File: src/rtl/dmem_access_ctrl_if.sv
// Bus bundle between the MEM-stage access controller, the EX/MEM register and the data memory.
// The master modport is the controller; the slave modport is its surroundings (pipeline + memory).
interface dmem_access_ctrl_if #(
  parameter int ADDR_WIDTH = 32,
  parameter int DATA_WIDTH = 32
);
  logic                  MemRead_i;
  logic                  MemWrite_i;
  logic [ADDR_WIDTH-1:0] Addr_i;
  logic [DATA_WIDTH-1:0] WriteData_i;
  logic                  MemReq_o;
  logic                  MemWE_o;
  logic [ADDR_WIDTH-1:0] MemAddr_o;
  logic [DATA_WIDTH-1:0] MemWData_o;
  logic                  MemAck_i;
  logic [DATA_WIDTH-1:0] MemRData_i;
  logic [DATA_WIDTH-1:0] ReadData_o;
  logic                  Stall_o;
  logic                  Err_o;
  logic [31:0]           StallCycles_o;

  modport master (
    input  MemRead_i, MemWrite_i, Addr_i, WriteData_i, MemAck_i, MemRData_i,
    output MemReq_o, MemWE_o, MemAddr_o, MemWData_o, ReadData_o, Stall_o, Err_o,
           StallCycles_o
  );

  modport slave (
    output MemRead_i, MemWrite_i, Addr_i, WriteData_i, MemAck_i, MemRData_i,
    input  MemReq_o, MemWE_o, MemAddr_o, MemWData_o, ReadData_o, Stall_o, Err_o,
           StallCycles_o
  );
endinterface

File: src/rtl/dmem_access_ctrl.sv
// MEM-stage data-memory sequencer: one request per load/store, pipeline stall until ack or
// watchdog expiry, then one DONE cycle presenting the load result.
module dmem_access_ctrl #(
  parameter int ADDR_WIDTH = 32,
  parameter int DATA_WIDTH = 32,
  parameter int TIMEOUT    = 64
) (
  input  logic               clk_i,
  input  logic               rst_i,
  dmem_access_ctrl_if.master bus
);
  localparam logic [1:0] S_IDLE = 2'd0;
  localparam logic [1:0] S_REQ  = 2'd1;
  localparam logic [1:0] S_DONE = 2'd2;

  logic [1:0]            state_q, state_d;
  logic                  req_q, req_d;
  logic                  we_q, we_d;
  logic [ADDR_WIDTH-1:0] addr_q, addr_d;
  logic [DATA_WIDTH-1:0] wdata_q, wdata_d;
  logic [DATA_WIDTH-1:0] rdata_q, rdata_d;
  logic                  err_q, err_d;
  logic [31:0]           cnt_q, cnt_d;
  logic [31:0]           stall_cnt_q, stall_cnt_d;
  logic                  access;
  logic                  stall;
  logic                  timeout_hit;

  assign access      = bus.MemRead_i | bus.MemWrite_i;
  assign stall       = ((state_q == S_IDLE) && access) || (state_q == S_REQ);
  assign timeout_hit = (TIMEOUT != 0) && (cnt_q == 32'(TIMEOUT - 1));

  always_comb begin
    state_d = state_q;
    req_d   = req_q;
    we_d    = we_q;
    addr_d  = addr_q;
    wdata_d = wdata_q;
    rdata_d = rdata_q;
    err_d   = err_q;
    cnt_d   = cnt_q;
    case (state_q)
      S_IDLE: begin
        if (access) begin
          addr_d  = bus.Addr_i;
          wdata_d = bus.WriteData_i;
          we_d    = bus.MemWrite_i;
          req_d   = 1'b1;
          cnt_d   = '0;
          state_d = S_REQ;
        end
      end
      S_REQ: begin
        // Ack takes priority so a response landing on the last watchdog cycle is not lost.
        if (bus.MemAck_i) begin
          if (!we_q) rdata_d = bus.MemRData_i;
          req_d   = 1'b0;
          state_d = S_DONE;
        end else if (timeout_hit) begin
          rdata_d = '0;
          err_d   = 1'b1;
          req_d   = 1'b0;
          state_d = S_DONE;
        end else begin
          cnt_d = cnt_q + 32'd1;
        end
      end
      S_DONE: begin
        err_d   = 1'b0;
        state_d = S_IDLE;
      end
      default: state_d = S_IDLE;
    endcase
  end

  assign stall_cnt_d = (stall && (stall_cnt_q != '1)) ? stall_cnt_q + 32'd1 : stall_cnt_q;

  always_ff @(posedge clk_i) begin
    if (!rst_i) begin
      state_q     <= S_IDLE;
      req_q       <= 1'b0;
      we_q        <= 1'b0;
      addr_q      <= '0;
      wdata_q     <= '0;
      rdata_q     <= '0;
      err_q       <= 1'b0;
      cnt_q       <= '0;
      stall_cnt_q <= '0;
    end else begin
      state_q     <= state_d;
      req_q       <= req_d;
      we_q        <= we_d;
      addr_q      <= addr_d;
      wdata_q     <= wdata_d;
      rdata_q     <= rdata_d;
      err_q       <= err_d;
      cnt_q       <= cnt_d;
      stall_cnt_q <= stall_cnt_d;
    end
  end

  assign bus.MemReq_o      = req_q;
  assign bus.MemWE_o       = we_q;
  assign bus.MemAddr_o     = addr_q;
  assign bus.MemWData_o    = wdata_q;
  assign bus.ReadData_o    = rdata_q;
  assign bus.Stall_o       = stall;
  assign bus.Err_o         = err_q;
  assign bus.StallCycles_o = stall_cnt_q;
endmodule

File: src/flat_wrapper.sv
// flat-port wrapper written by rule: the top's interface ports become plain ports
module dmem_access_ctrl_flat 
#(
  parameter int ADDR_WIDTH = 32,
  parameter int DATA_WIDTH = 32,
  parameter int TIMEOUT    = 64
)
  (clk_i, rst_i, bus_MemRead_i, bus_MemWrite_i, bus_Addr_i, bus_WriteData_i, bus_MemAck_i, bus_MemRData_i, bus_MemReq_o, bus_MemWE_o, bus_MemAddr_o, bus_MemWData_o, bus_ReadData_o, bus_Stall_o, bus_Err_o, bus_StallCycles_o);
  dmem_access_ctrl_if #(.ADDR_WIDTH(ADDR_WIDTH), .DATA_WIDTH(DATA_WIDTH)) bus_i ();
  input  logic clk_i;
  input  logic rst_i;
  input wire logic [$bits(bus_i.MemRead_i)-1:0] bus_MemRead_i;
  input wire logic [$bits(bus_i.MemWrite_i)-1:0] bus_MemWrite_i;
  input wire logic [$bits(bus_i.Addr_i)-1:0] bus_Addr_i;
  input wire logic [$bits(bus_i.WriteData_i)-1:0] bus_WriteData_i;
  input wire logic [$bits(bus_i.MemAck_i)-1:0] bus_MemAck_i;
  input wire logic [$bits(bus_i.MemRData_i)-1:0] bus_MemRData_i;
  output wire logic [$bits(bus_i.MemReq_o)-1:0] bus_MemReq_o;
  output wire logic [$bits(bus_i.MemWE_o)-1:0] bus_MemWE_o;
  output wire logic [$bits(bus_i.MemAddr_o)-1:0] bus_MemAddr_o;
  output wire logic [$bits(bus_i.MemWData_o)-1:0] bus_MemWData_o;
  output wire logic [$bits(bus_i.ReadData_o)-1:0] bus_ReadData_o;
  output wire logic [$bits(bus_i.Stall_o)-1:0] bus_Stall_o;
  output wire logic [$bits(bus_i.Err_o)-1:0] bus_Err_o;
  output wire logic [$bits(bus_i.StallCycles_o)-1:0] bus_StallCycles_o;
  assign bus_i.MemRead_i = bus_MemRead_i;
  assign bus_i.MemWrite_i = bus_MemWrite_i;
  assign bus_i.Addr_i = bus_Addr_i;
  assign bus_i.WriteData_i = bus_WriteData_i;
  assign bus_i.MemAck_i = bus_MemAck_i;
  assign bus_i.MemRData_i = bus_MemRData_i;
  assign bus_MemReq_o = bus_i.MemReq_o;
  assign bus_MemWE_o = bus_i.MemWE_o;
  assign bus_MemAddr_o = bus_i.MemAddr_o;
  assign bus_MemWData_o = bus_i.MemWData_o;
  assign bus_ReadData_o = bus_i.ReadData_o;
  assign bus_Stall_o = bus_i.Stall_o;
  assign bus_Err_o = bus_i.Err_o;
  assign bus_StallCycles_o = bus_i.StallCycles_o;
  dmem_access_ctrl #(.ADDR_WIDTH(ADDR_WIDTH), .DATA_WIDTH(DATA_WIDTH), .TIMEOUT(TIMEOUT)) u_core (.clk_i(clk_i), .rst_i(rst_i), .bus(bus_i));
endmodule
File: config.mk
export PLATFORM = sky130hd
export DESIGN_NAME = dmem_access_ctrl_flat
export DESIGN_NICKNAME = d
export VERILOG_FILES = /design/src/rtl/dmem_access_ctrl_if.sv /design/src/rtl/dmem_access_ctrl.sv /design/src/flat_wrapper.sv
export SDC_FILE = /design/constraint.sdc
export NUM_CORES = 1
export LEC_CHECK = 0
export CAP_MARGIN = 20
export CORE_ASPECT_RATIO = 0.9
export CORE_UTILIZATION = 45
export CTS_BUF_LIST = sky130_fd_sc_hd__clkbuf_16
export DETAILED_ROUTE_END_ITERATION = 10
export PLACE_DENSITY = 0.79
export REMOVE_ABC_BUFFERS = 1
export SYNTH_ARGS = -nofsm -noshare
export SYNTH_HDL_FRONTEND = slang
export SYNTH_SLANG_ARGS = --single-unit
export TNS_END_PERCENT = 50
File: constraint.sdc
create_clock -name clk_i -period 2.9 [get_ports clk_i]
set_clock_uncertainty 0.1 [all_clocks]
set_input_delay 0.58 -clock clk_i [delete_from_list [all_inputs] [get_ports clk_i]]
set_output_delay 0.58 -clock clk_i [all_outputs]
set_load 0.03 [all_outputs]
==> out/metrics.csv <==
metric;value;unit
share_of_async_settable_or_async_resettable_flops_after_synthesis;0;
grt_pass1_vias;6409;
cts_inserted_buffers;17;
met2RoutedLength;9064;µm
syn-mean-instance-area;8.562;µm²
htreeDepth;4;
fmax;0.3670;GHz
syn_to_final_growth;46.63;%
critPathCaptureType;primary output;
drc_errors;0;
syn_inst;808;
vias_per_cell;5.253;
ff_latch_area;3303;µm²
worst-path-max-fanout;3;
die_w;132.7;µm
worst_ir_drop_vdd;446.3;µV
grt_usage;0.2531;
drive_gt1_frac;0.05837;
postCtsSetupBuffers;0;
initial_antenna_violation_count;0;
synth-seq-area-share;0.4775;
largest_net_degree_at_the_start_of_global_routing;93;
rsz0062_at_grt;no;
buffer_ports.inserted;232;
drt_wl_total;19190;µm
detail_route.wirelength.met1;8076;µm
yosys_register_bits;165;
detailedPlacementHpwl;13110;µm
crit_arrival;2.04;ns
status;finished clean;
cp.required;2.22;ns
startpoint_type;input pin;
netlist_area_before_placement;6918;µm²
cts_hold_buf;0;
worst_hold_path_type;reg -> reg;
routabilityCongestion;0.8920;
slew_violations;0;
finalHoldViolations;0;
globalRoute.totalOverflow;0;
synth-main-ff-cell;dfxtp_1;
antenna_left;0;
final_util;0.6821;
post-route-period-util;0.9396;
power_density;575.7;nW/µm²
multiInputGateArea;3423;µm²
post-route-worst-setup-slack;0.1751;ns
effective_utilization_at_floorplan;0.4652;
worst-setup-path-type;in -> out;
finalWorstPathRequiredPeriod;2.725;ns
row_count;42;
global_route_wire_length_before_repair;32200;µm
dr.first_iter.drc_count;461;
layout_common_cells;231 x clkdlybuf4s50_1, 165 x dfxtp_1, 163 x nand2_1, 76 x a21boi_0, 40 x nor2_1;
clkSinkCount;165;
die_area;15870;µm²
post_cts_clock_slew_at_the_launch_and_capture_registers_of_the_worst_setup_and_hold_paths;0.06;ns
met3_length;1816;µm
dieHeight;119.6;µm
cts_root_buffer;clkbuf_16;
synth_area_leaders;dfxtp_1 48%, nand2_1 8.8%, a21boi_0 8.2%, a22oi_1 3.6%, nor2b_1 3.5%;
synth_top_cell_area_share;0.4775;
cts-root-to-sink-buffers;2;
routed_wirelength_normalized_by_instance_count;15.44;µm
clock_tree_from_tritoncts;built;
tns;0;ns
ioPinCount;233;
worstMarginPinSlew;0.9716;ns
worst_skew_pair.late_latency;0.42;ns
coreArea;14870;µm²
synth.lib_cells_used.distinct;47;
setup-violations-final;0;
ctsResizeCount;0;
worst_max_slew_margin_expressed_relative_to_the_limit;0.3499;
antenna-diode-count;0;
via_count;6530;
synth_enable_flop_cells;0;
design.final.nets;1136;
most_frequent_standard_cell_in_the_layout_excluding_fill_and_tap_cells;clkdlybuf4s50_1;
synth.largest_area_cell;dfxtp_1;
yosys_warnings;0;
power.static_leakage;3.646;nW
drt_pass1_iterations;5;
top_routing_layer_in_use;met4;
final.fill_count;1188;
max-cap-violations;0;
place_worst_setup_slack;0.02124;ns
==> cells by family after synthesis <==
family / synth area share
AOI/OAI and AO/OA: 0.1903
xor gates and xnor gates: 0.03672
adders and majority gates: 0.003617
buffers and inverters: 0.03147
DFF: 0.4775
muxes: 0.001447
and+or+nand+nor: 0.2590
==> path summary, 6_finish.rpt <==
check / startpoint / endpoint / slack, ns / depth (start not counted)
setup reg to reg: u_core.cnt_q[0]$_SDFFE_PN0P_ / u_core.cnt_q[15]$_SDFFE_PN0P_ / 0.50 / 7
setup / recovery: bus_MemWrite_i / bus_Stall_o / 0.18 / 4
hold reg to reg: u_core.bus.MemWData_o[8]$_SDFFE_PN0P_ / u_core.bus.MemWData_o[8]$_SDFFE_PN0P_ / 0.36 / 2
hold / removal: u_core.bus.MemWData_o[8]$_SDFFE_PN0P_ / u_core.bus.MemWData_o[8]$_SDFFE_PN0P_ / 0.36 / 2
==> critical path: stages <==
cell and delay (ns):
clkdlybuf4s50_1 0.44, nor3_2 0.32, nor2_1 0.10, clkdlybuf4s50_1 0.60
==> per-layer routing <==
layer	up-vias	GRT usage
li1	3252	-
met1	3047	0.3118
met2	216	0.4125
met3	15	0.09970
met4	0	0.06322
met5	-	0
==> sequential cells by signal, summed over array words and instances (netlist names) <==
| signal | cells |
|---|---|
| u_core.bus.ReadData_o | 32 |
| u_core.bus.MemWData_o | 32 |
| u_core.bus.MemWE_o | 1 |
| u_core.bus.MemReq_o | 1 |
| u_core.bus.MemAddr_o | 32 |
| u_core.bus.Err_o | 1 |
| u_core.cnt_q | 32 |
| u_core.state_q | 2 |
| u_core.bus.StallCycles_o | 32 |
==> cell usage after synthesis, types with 2 or more instances <==
cell and count:
dfxtp_1 165, nand2_1 163, a21boi_0 76, nor2_1 40, nor2b_1 39, clkbuf_1 37, o21ai_0 36, a22oi_1 33
and2_1 24, nand3_1 23, nand4_1 22, a21oi_1 16, xnor2_1 15, xor2_1 14, nor4_1 11, and3_1 9
inv_1 9, a31oi_1 8, and4_1 8, nor3_1 8, or3_1 8, buf_2 6, buf_1 4, o21a_1 3
o31ai_1 3, or4_1 3, a41oi_1 2, ha_1 2, o211ai_1 2, o21ai_1 2
==> power breakdown <==
group	total [mW]	switching (mW)	internal, mW
registers	2.45	0.0667	2.38
clock network	2.38	0.877	1.50
logic	1.01	0.560	0.453
total	5.84	1.50	4.34
==> area by class of cell <==
class                           instances  share of cell area
Multi-Input combinational cell        587              0.3375
Sequential cell                       165              0.3256
Inverter                                9            0.003330
Timing Repair Buffer                  253              0.2479
Clock buffer                           17             0.04194
Clock inverter                         14             0.01924
Tap cell                              198             0.02442
==> per-stage QoR <==
stage	power (mW)	instances	hold slack, ns	cell area, µm²
global placement	3.500	1212	0.3497	9518
detailed placement	3.506	1212	0.3583	9518
floorplan	2.977	761	0.3538	6734
CTS	5.903	1243	0.3655	10140
finish	5.840	1243	0.3622	10140
global route	6.080	1243	0.3848	10140
(Power assumes the default switching activity.)
